## src/rtl/irq_dispatch8_pkg.sv

```systemverilog
// Shared constants and types for the 8-way request dispatcher.
// The FSM state constants are plain localparams so older tools can use them too.
package irq_dispatch8_pkg;

  localparam int WAYS  = 8;
  localparam int IDX_W = 3;

  localparam logic [0:0] ST_IDLE  = 1'b0;
  localparam logic [0:0] ST_GRANT = 1'b1;

  localparam bit RR_ENABLE = 1'b1;

  typedef logic [WAYS-1:0]  way_vec_t;
  typedef logic [IDX_W-1:0] way_idx_t;

  typedef struct packed {
    logic     valid;
    way_idx_t idx;
    way_vec_t onehot;
  } grant_t;

  function automatic way_vec_t idx2onehot(input way_idx_t idx);
    return way_vec_t'(1) << idx;
  endfunction

endpackage

```

## src/rtl/irq_dispatch8_if.sv

```systemverilog
// Request/grant bundle between the I/O request sources, the dispatcher and the
// CPU-side service logic. master = sources/service side, slave = dispatcher.
interface irq_dispatch8_if;
  import irq_dispatch8_pkg::*;

  way_vec_t req_in;
  way_vec_t mask;
  way_vec_t pending;
  logic     any_pending;
  logic     grant_valid;
  way_idx_t grant_idx;
  way_vec_t grant_onehot;
  logic     grant_ack;

  modport master (
    output req_in, mask, grant_ack,
    input  pending, any_pending, grant_valid, grant_idx, grant_onehot
  );

  modport slave (
    input  req_in, mask, grant_ack,
    output pending, any_pending, grant_valid, grant_idx, grant_onehot
  );

endinterface

```

## src/rtl/irq_dispatch8_rr_pick8.sv

```systemverilog
// Combinational round-robin picker: first set bit at or above i_ptr, wrapping 7->0.
// Rotate right by the pointer, take the lowest set bit, then add the pointer back.
module rr_pick8
  import irq_dispatch8_pkg::*;
(
  input  way_vec_t i_req,
  input  way_idx_t i_ptr,
  output logic     o_found,
  output way_idx_t o_idx
);

  way_vec_t w_rot;
  way_idx_t w_off;

  always_comb begin
    w_rot = '0;
    for (int i = 0; i < WAYS; i++)
      w_rot[i] = i_req[IDX_W'(i) + i_ptr];
  end

  // Descending scan so the lowest set bit is the last one written.
  always_comb begin
    w_off = '0;
    for (int i = WAYS - 1; i >= 0; i--)
      if (w_rot[i]) w_off = IDX_W'(i);
  end

  assign o_found = |i_req;
  assign o_idx   = w_off + i_ptr;

endmodule

```

## src/rtl/irq_dispatch8.sv

```systemverilog
// Responder for the 8-way "any request" line: sticky pending flags, any_pending
// summary and a one-at-a-time valid/ack grant (round-robin or fixed priority).
module irq_dispatch8
  import irq_dispatch8_pkg::*;
#(
  parameter int WAYS = 8,
  parameter bit RR   = RR_ENABLE
) (
  input logic           clk,
  input logic           rst_n,
  irq_dispatch8_if.slave io_bus
);

  localparam way_vec_t ALL_WAYS = way_vec_t'((1 << WAYS) - 1);

  logic [0:0] r_state;
  way_vec_t   r_pending;
  logic       r_any;
  grant_t     r_grant;
  way_idx_t   r_rr_ptr;

  logic       w_ack;
  way_vec_t   w_clr;
  way_vec_t   w_pend_nxt;
  way_vec_t   w_elig;
  logic       w_found;
  way_idx_t   w_win;

  assign w_ack = (r_state == ST_GRANT) && io_bus.grant_ack;
  assign w_clr = w_ack ? idx2onehot(r_grant.idx) : '0;

  // A new request on the way being cleared keeps its flag set.
  assign w_pend_nxt = (r_pending & ~w_clr) | io_bus.req_in;
  assign w_elig     = r_pending & io_bus.mask & ALL_WAYS;

  if (RR) begin : g_rr
    rr_pick8 u_pick (
      .i_req   (w_elig),
      .i_ptr   (r_rr_ptr),
      .o_found (w_found),
      .o_idx   (w_win)
    );
  end else begin : g_fixed
    rr_pick8 u_pick (
      .i_req   (w_elig),
      .i_ptr   ('0),
      .o_found (w_found),
      .o_idx   (w_win)
    );
  end

  always_ff @(posedge clk or negedge rst_n) begin
    if (!rst_n) begin
      r_state   <= ST_IDLE;
      r_pending <= '0;
      r_any     <= 1'b0;
      r_grant   <= '0;
      r_rr_ptr  <= '0;
    end else begin
      r_pending <= w_pend_nxt;
      r_any     <= |(w_pend_nxt & io_bus.mask & ALL_WAYS);
      case (r_state)
        ST_IDLE: begin
          if (w_found) begin
            r_grant.valid  <= 1'b1;
            r_grant.idx    <= w_win;
            r_grant.onehot <= idx2onehot(w_win);
            r_state        <= ST_GRANT;
          end
        end
        ST_GRANT: begin
          // Winner is frozen until acked; mask/pending changes are ignored here.
          if (io_bus.grant_ack) begin
            r_grant.valid  <= 1'b0;
            r_grant.onehot <= '0;
            r_rr_ptr       <= r_grant.idx + 3'd1;
            r_state        <= ST_IDLE;
          end
        end
        default: r_state <= ST_IDLE;
      endcase
    end
  end

  assign io_bus.pending      = r_pending;
  assign io_bus.any_pending  = r_any;
  assign io_bus.grant_valid  = r_grant.valid;
  assign io_bus.grant_idx    = r_grant.idx;
  assign io_bus.grant_onehot = r_grant.onehot;

endmodule
```

## src/flat_wrapper.sv

```systemverilog
// flat-port wrapper written by rule: the top's interface ports become plain ports
module irq_dispatch8_flat import irq_dispatch8_pkg::*;
#(
  parameter int WAYS = 8,
  parameter bit RR   = RR_ENABLE
)
  (clk, rst_n, io_bus_req_in, io_bus_mask, io_bus_grant_ack, io_bus_pending, io_bus_any_pending, io_bus_grant_valid, io_bus_grant_idx, io_bus_grant_onehot);
  irq_dispatch8_if io_bus_i ();
  input logic clk;
  input logic rst_n;
  input wire logic [$bits(io_bus_i.req_in)-1:0] io_bus_req_in;
  input wire logic [$bits(io_bus_i.mask)-1:0] io_bus_mask;
  input wire logic [$bits(io_bus_i.grant_ack)-1:0] io_bus_grant_ack;
  output wire logic [$bits(io_bus_i.pending)-1:0] io_bus_pending;
  output wire logic [$bits(io_bus_i.any_pending)-1:0] io_bus_any_pending;
  output wire logic [$bits(io_bus_i.grant_valid)-1:0] io_bus_grant_valid;
  output wire logic [$bits(io_bus_i.grant_idx)-1:0] io_bus_grant_idx;
  output wire logic [$bits(io_bus_i.grant_onehot)-1:0] io_bus_grant_onehot;
  assign io_bus_i.req_in = io_bus_req_in;
  assign io_bus_i.mask = io_bus_mask;
  assign io_bus_i.grant_ack = io_bus_grant_ack;
  assign io_bus_pending = io_bus_i.pending;
  assign io_bus_any_pending = io_bus_i.any_pending;
  assign io_bus_grant_valid = io_bus_i.grant_valid;
  assign io_bus_grant_idx = io_bus_i.grant_idx;
  assign io_bus_grant_onehot = io_bus_i.grant_onehot;
  irq_dispatch8 #(.WAYS(WAYS), .RR(RR)) u_core (.clk(clk), .rst_n(rst_n), .io_bus(io_bus_i));
endmodule
```

## config.mk

```make
export PLATFORM = sky130hd
export DESIGN_NAME = irq_dispatch8_flat
export DESIGN_NICKNAME = d
export VERILOG_FILES = /design/src/rtl/irq_dispatch8_pkg.sv /design/src/rtl/irq_dispatch8_if.sv /design/src/rtl/irq_dispatch8_rr_pick8.sv /design/src/rtl/irq_dispatch8.sv /design/src/flat_wrapper.sv
export SDC_FILE = /design/constraint.sdc
export NUM_CORES = 1
export LEC_CHECK = 0
export ABC_CLOCK_PERIOD_IN_PS = 9300
export CORE_MARGIN = 2
export CORE_UTILIZATION = 46
export CTS_CLUSTER_SIZE = 30
export DETAILED_ROUTE_END_ITERATION = 6
export PLACE_DENSITY = 0.74
export SLEW_MARGIN = 20
export SYNTH_ARGS = -nofsm -noshare
export SYNTH_HDL_FRONTEND = slang
export SYNTH_HIERARCHICAL = 1
export SYNTH_SLANG_ARGS = --single-unit
```

## constraint.sdc

```tcl
create_clock -name clk -period 9.3 [get_ports clk]
set_input_delay 1.86 -clock clk [delete_from_list [all_inputs] [get_ports clk]]
set_output_delay 1.86 -clock clk [all_outputs]
set_load 0.02 [all_outputs]
```

Word level (Yosys, flattened, before mapping)
Cells that the tools add are included.

cells by class
  magnitude comparators = 8
  $add $sub $neg = 9
  shift-type cells = 2
  reductions and logical operators = 6
  multiplexer cells = 33
  bitwise gates (word level) = 6
  equal/unequal tests = 2

operators by type and width
  cell                 count
  $lt 3x4->1 const B   8
  $and 8x8->8          3
  $bmux 1 s3           8
  $mux 3               8
  $mux 8               2
  $pmux 8 s2           1
  $reduce_or 8->1      2
  $shl 1x3->8 const A  2
  $add 3x3->3 const A  4
  $mux 12              1
  $mux 1               11
  $not 8->8            1
  $or 8x8->8           1
  $add 2x3->3 const A  2
  $reduce_and 2->1     3
  $ne 2x2->1 const B   2
  $pmux 1 s2           2
  $add 1x3->3 const A  1
  $add 3x1->3 const B  1
  $add 3x3->3          1
  $logic_and 1x1->1    1
  $not 1->1            1

storage, ports and cells
  logic and storage cells = 73
  input port bits = 19
  bits in registers = 25
  output and inout bits = 21

Logic depth before layout (Yosys ltp)
  word-level depth = 15
  depth in mapped cells = 19

Modules after synthesis
Netlist, hierarchy kept.

modules (own cells, without submodules)
  module         seq. area each (µm²)  cells each  instances  area an instance (µm²)
  irq_dispatch8  625.6                 118         1          1203.7
  rr_pick8       0.0                   66          1          623.1

Least setup slack after synthesis
Ideal clock, no wire load.

  kind = input to register
  from = input io_bus_mask[1]
  to = register u_core.r_grant, in the netlist u_core/io_bus.grant_onehot[2]
  setup time = 0.122 ns
  path buffers = 0
  data arrival time = 4.473 ns
  setup slack = 4.706 ns
  cell stages on the path = 14
  path through = and2_1 -> mux4_2 -> mux2i_1 -> o221ai_1 -> a21oi_1 -> o21ai_0 -> a21oi_1 -> ha_1 -> inv_1 -> fa_1 -> xnor2_1 -> xnor2_1 -> nor2_1 -> a32o_1

on the way
  word-level cells in the longest chain between the ends = 15
  elaborated cells on any way between the ends = 32

ends and longest elaborated chain
  item                          RTL line                      text
  from (decl)                   flat_wrapper.sv:12            input wire logic [$bits(io_bus_i.mask)-1:0] io_bus_mask;
  $and 8x8->8 *                 irq_dispatch8.sv:34           assign w_elig = r_pending & io_bus.mask & ALL_WAYS;
  $bmux 1 s3                    irq_dispatch8_rr_pick8.sv:18  w_rot[i] = i_req[IDX_W'(i) + i_ptr];
  $mux 1 (implied by the code)  irq_dispatch8_rr_pick8.sv:18
  $mux 3 (7 in series)          irq_dispatch8_rr_pick8.sv:25  if (w_rot[i]) w_off = IDX_W'(i);
  $mux 3 *                      irq_dispatch8_rr_pick8.sv:25
  $add 3x3->3 *                 irq_dispatch8_rr_pick8.sv:29  assign o_idx = w_off + i_ptr;
  via u_core.w_win[2]           irq_dispatch8.sv:27           way_idx_t w_win;
  $shl 1x3->8 *                 irq_dispatch8_pkg.sv:23       return way_vec_t'(1) << idx;
  $mux 12 *                     irq_dispatch8.sv:64           if (w_found) begin
  $pmux 8 s2 *                  irq_dispatch8.sv:62           case (r_state)
  to (decl)                     irq_dispatch8.sv:19           grant_t r_grant;

The timed path passes the listed nets; every way through them passes the cells marked *. The select of a mux whose other input is x is not followed.
A chain may end at the register's enable or synchronous reset.

Worst setup path after layout
  from = input io_bus_mask[1]
  to = register u_core.r_grant, in the netlist u_core/io_bus.grant_onehot[3]

on the way
  word-level cells in the longest chain between the ends = 15
  elaborated cells on any way between the ends = 32

ends and longest elaborated chain
  item                          RTL line                      text
  $and 8x8->8 *                 irq_dispatch8.sv:34
  via u_core.w_elig[1]          irq_dispatch8.sv:25           way_vec_t w_elig;
  $bmux 1 s3                    irq_dispatch8_rr_pick8.sv:18
  $mux 1 (implied by the code)  irq_dispatch8_rr_pick8.sv:18
  $mux 3 (7 in series)          irq_dispatch8_rr_pick8.sv:25
  $mux 3 *                      irq_dispatch8_rr_pick8.sv:25
  $add 3x3->3 *                 irq_dispatch8_rr_pick8.sv:29
  via u_core.w_win[2]           irq_dispatch8.sv:27
  $shl 1x3->8 *                 irq_dispatch8_pkg.sv:23
  $mux 12 *                     irq_dispatch8.sv:64
  $pmux 8 s2 *                  irq_dispatch8.sv:62

Marks and branches as above.

==> run metrics <==
count of final hold-check violations=0; top fanout value on the critical path=6; crit path capture type=register; end of the worst register-to-register path=u_core/io_bus.grant_onehot[3]$_DFFE_PN0P_; sequence of cells on the critical path=clkdlybuf4s50_1 > and2_1 > mux4_2 > mux2i_1 > o221ai_1 > a21oi_1 > o21ai_0 > a21oi_1 > ha_1 > inv_1 > fa_1 > xnor2_1 > xnor2_1 > nor2_1 > a32o_1; via count of the first global-routing pass=around 1500; cell type of the slowest stage on the worst timing path=sky130_fd_sc_hd__mux4_2; Relative slew margins=34.9%; data arrival time of the worst path=5280 ps; antenna violations before repair=0; static power due to leakage=about 0.92 nW; overall die height=67.0 um; mean post-synth cell area=a little under 10 um^2; Required @ worst endpoint=roughly 9500 ps; Worst Hold Margin=a little under 500 ps; core box area=3740 um^2; transition time of the tightest slew-check pin=between 900 and 1000 ps; number of synthesized flops with an enable pin=0; Top FF cell, synth=sky130_fd_sc_hd__dfrtp_1; critical path class=primary input to register; kind of start point of the critical path=primary input; count of different cell masters after synthesis=43; pwr dens=around 340 nW/um^2; Fillers=between 300 and 400; router iterations before antenna repair=4; proportion of synthesized flip-flops having asynchronous set or reset=100%; count of yosys warnings during synthesis=6; number of placed I/O pins=40; setup total negative slack=0 ps; worst-skew pair later-pin latency=270 ps; number of clock buffers inserted by TritonCTS=3; first-pass GRT wire length=6990 um; count of buffers inserted at the top-level ports=39; final wirelength=around 4000 um; Synth Instances=~180; share of the synthesized area in the top cell type=between 30% and 40%; drt wl/cell=~15 um; starting DRC count in detailed routing=between 90 and 100; via count normalized by instance count=around 5.7; top post-synthesis cells by area=sky130_fd_sc_hd__dfrtp_1 34%, sky130_fd_sc_hd__mux2i_1 7.7%, sky130_fd_sc_hd__ha_1 6.2%; GRT Total Usage=20.4%; PostCTS Resize Cnt=0; share of layout cells above drive strength 1=8.26%; clock root buffer master=sky130_fd_sc_hd__clkbuf_8; fin crit share=a little under three fifths; final setup violating endpoints=0; total chip power=0.770 mW; highest ir drop seen on vdd=between 0.00015 and 0.0002 V; hold bufs inserted after CTS=0; reg2reg setup slack=approximately 5100 ps; number of buffers inserted by post-CTS setup repair=0; Clock Skew=4.77 ps; multi-input gate area in the final layout=between 1000 and 1500 um^2; portion of the post-synthesis area used by sequential elements=34.2%; crit path setup slack, layout=between 4000 and 5000 ps; clock slew seen by the registers of the worst setup and hold paths=80 ps; row cnt=22; RD Place Congestion=0.829; top cell type by total area after synthesis=sky130_fd_sc_hd__dfrtp_1; Max Clk Rate=about 200 MHz; Layout Nets=between 200 and 250; delay of the slowest critical-path stage=roughly 500 ps; antenna-violating nets left=0; launching instance or port of the critical path=io_bus_mask[1]; Mapped Area=~1800 um^2; CTS tree=built; number of maximum-capacitance constraint violations=0; Post-Synthesis Net Count=213; Seq cells post-synth=25; final worst path period need=between 5000 and 6000 ps; number of diodes added for antenna fixing=0; effective utilization at floorplan=48.8%; RSZ-0062 raised after global routing=no; class of the tightest hold or removal check=register to register; number of max-slew violations in the final report=0; routed via count=approximately 1500; number of levels the H-tree was split into=1; die area=about 4500 um^2; crit path capture=u_core/io_bus.grant_onehot[3]$_DFFE_PN0P_; sequential standard cell area=roughly 630 um^2; overall die width=about 67 um; path depth of the worst reg2reg path=15; CTS Buffer Depth=2; number of cells on the worst hold path=2; number of clock sinks seen by CTS=25; pre-CTS setup slack=roughly 3900 ps; Layout Utilization=59.8%; launch point of the worst reg-to-reg path=u_core/r_rr_ptr[0]$_DFFE_PN0P_; run status=completed; Remaining DRCs=0; maximum number of pins on one net before global-route repair=26; Congestion Overflow GR=0; area delta synth->final=22.6%; Detailed Place HPWL=between 3000 and 4000 um
[Yosys cell counts (2+ instances only)]
cell type                   instances
sky130_fd_sc_hd__buf_2              2
sky130_fd_sc_hd__o2111ai_1          2
sky130_fd_sc_hd__a21o_1             9
sky130_fd_sc_hd__nand2b_1           4
sky130_fd_sc_hd__nand3_1            5
sky130_fd_sc_hd__a32o_1             5
sky130_fd_sc_hd__nand2_1           24
sky130_fd_sc_hd__mux2_2             7
sky130_fd_sc_hd__clkbuf_8           3
sky130_fd_sc_hd__mux2i_1           14
sky130_fd_sc_hd__xnor2_1            2
sky130_fd_sc_hd__nand4_1            2
sky130_fd_sc_hd__and2_1             8
sky130_fd_sc_hd__dfrtp_1           25
sky130_fd_sc_hd__a21oi_1            3
sky130_fd_sc_hd__nor4_1             2
sky130_fd_sc_hd__nor2_1             4
sky130_fd_sc_hd__mux4_2             2
sky130_fd_sc_hd__o221ai_1           4
sky130_fd_sc_hd__nand4b_1           2
sky130_fd_sc_hd__ha_1               9
sky130_fd_sc_hd__o21ai_0           14
sky130_fd_sc_hd__inv_1             11
sky130_fd_sc_hd__nor2b_1            2
[cell usage in the layout, fill, tap and decap left out, types with 3 or more instances in the layout]
| cell type | count |
|---|---|
| sky130_fd_sc_hd__clkdlybuf4s50_1 | 38 |
| sky130_fd_sc_hd__dfrtp_1 | 25 |
| sky130_fd_sc_hd__nand2_1 | 24 |
| sky130_fd_sc_hd__o21ai_0 | 14 |
| sky130_fd_sc_hd__mux2i_1 | 14 |
| sky130_fd_sc_hd__inv_1 | 11 |
| sky130_fd_sc_hd__a21o_1 | 9 |
| sky130_fd_sc_hd__ha_1 | 9 |
| sky130_fd_sc_hd__and2_1 | 8 |
| sky130_fd_sc_hd__mux2_2 | 7 |
| sky130_fd_sc_hd__nand3_1 | 5 |
| sky130_fd_sc_hd__a32o_1 | 5 |
| sky130_fd_sc_hd__nand2b_1 | 4 |
| sky130_fd_sc_hd__nor2_1 | 4 |
| sky130_fd_sc_hd__o221ai_1 | 4 |
| sky130_fd_sc_hd__clkbuf_8 | 3 |
| sky130_fd_sc_hd__a21oi_1 | 3 |
[worst min-delay path by stage]
stage	from	to	slack (ps)
after floorplan	u_core/r_rr_ptr[2]$_DFFE_PN0P_	u_core/r_rr_ptr[2]$_DFFE_PN0P_	470
after global placement	u_core/io_bus.grant_valid$_DFFE_PN0P_	u_core/io_bus.grant_valid$_DFFE_PN0P_	470
after detailed placement	u_core/io_bus.grant_onehot[6]$_DFFE_PN0P_	u_core/io_bus.grant_onehot[6]$_DFFE_PN0P_	470
after CTS	u_core/io_bus.grant_onehot[6]$_DFFE_PN0P_	u_core/io_bus.grant_onehot[6]$_DFFE_PN0P_	490
after global routing	u_core/io_bus.grant_onehot[5]$_DFFE_PN0P_	u_core/io_bus.grant_onehot[5]$_DFFE_PN0P_	520
final	u_core/io_bus.grant_onehot[6]$_DFFE_PN0P_	u_core/io_bus.grant_onehot[6]$_DFFE_PN0P_	480
[cells by family after synthesis]
family	synth area share, %
AO/OA/AOI/OAI	17.7
AND/OR/NAND/NOR	15.4
adder cells (fa/ha/maj)	7.26
multiplexers	15.9
flip-flops	34.2
XOR/XNOR	2.95
buffers and inverters	6.58
[worst max-delay path: cells and delay by family]
family                     cells  cell delay, ps
and+or+nand+nor                2             370
AOI/OAI and AO/OA              5             840
xor gates and xnor gates       2             510
adders and majority gates      2             530
buffers and inverters          2             490
muxes                          2             690
[flip-flops by register name (all words and copies together) (netlist names)]
name and cells:
u_core/io_bus.grant_idx 3, u_core/io_bus.grant_onehot 8, u_core/io_bus.any_pending 1, u_core/io_bus.pending 8, u_core/r_state 1, u_core/r_rr_ptr 3
u_core/io_bus.grant_valid 1
[power breakdown]
part           switching (mW)  internal, mW  leakage (nW)  total (mW)
Clock                  0.0348        0.0300        0.0255      0.0648
Combinational           0.283         0.237         0.607       0.520
Sequential             0.0489         0.137         0.286       0.186
[area by class of cell]
class | instances | share of cell area, %
inverters | 11 | 1.84
clock buffers | 3 | 1.84
clock inverters | 1 | 0.223
multi-input cells | 139 | 48.3
repair buffers | 39 | 17.2
flip-flops and latches | 25 | 27.9
well taps | 48 | 2.68
[routing by layer]
metal	global-route usage (%)	wire length [um]
met5	0	0
met4	6.12	42
met3	1.86	129
met2	33.8	2040
met1	28.1	1800
[through the flow]
| stage | area [um^2] | instances |
|---|---|---|
| floorplan | 1830 | 184 |
| global placement | 2200 | 262 |
| detailed placement | 2200 | 262 |
| CTS | 2240 | 266 |
| global route | 2240 | 266 |
| finish | 2240 | 266 |
No activity file was read; power rests on OpenSTA's default activity.
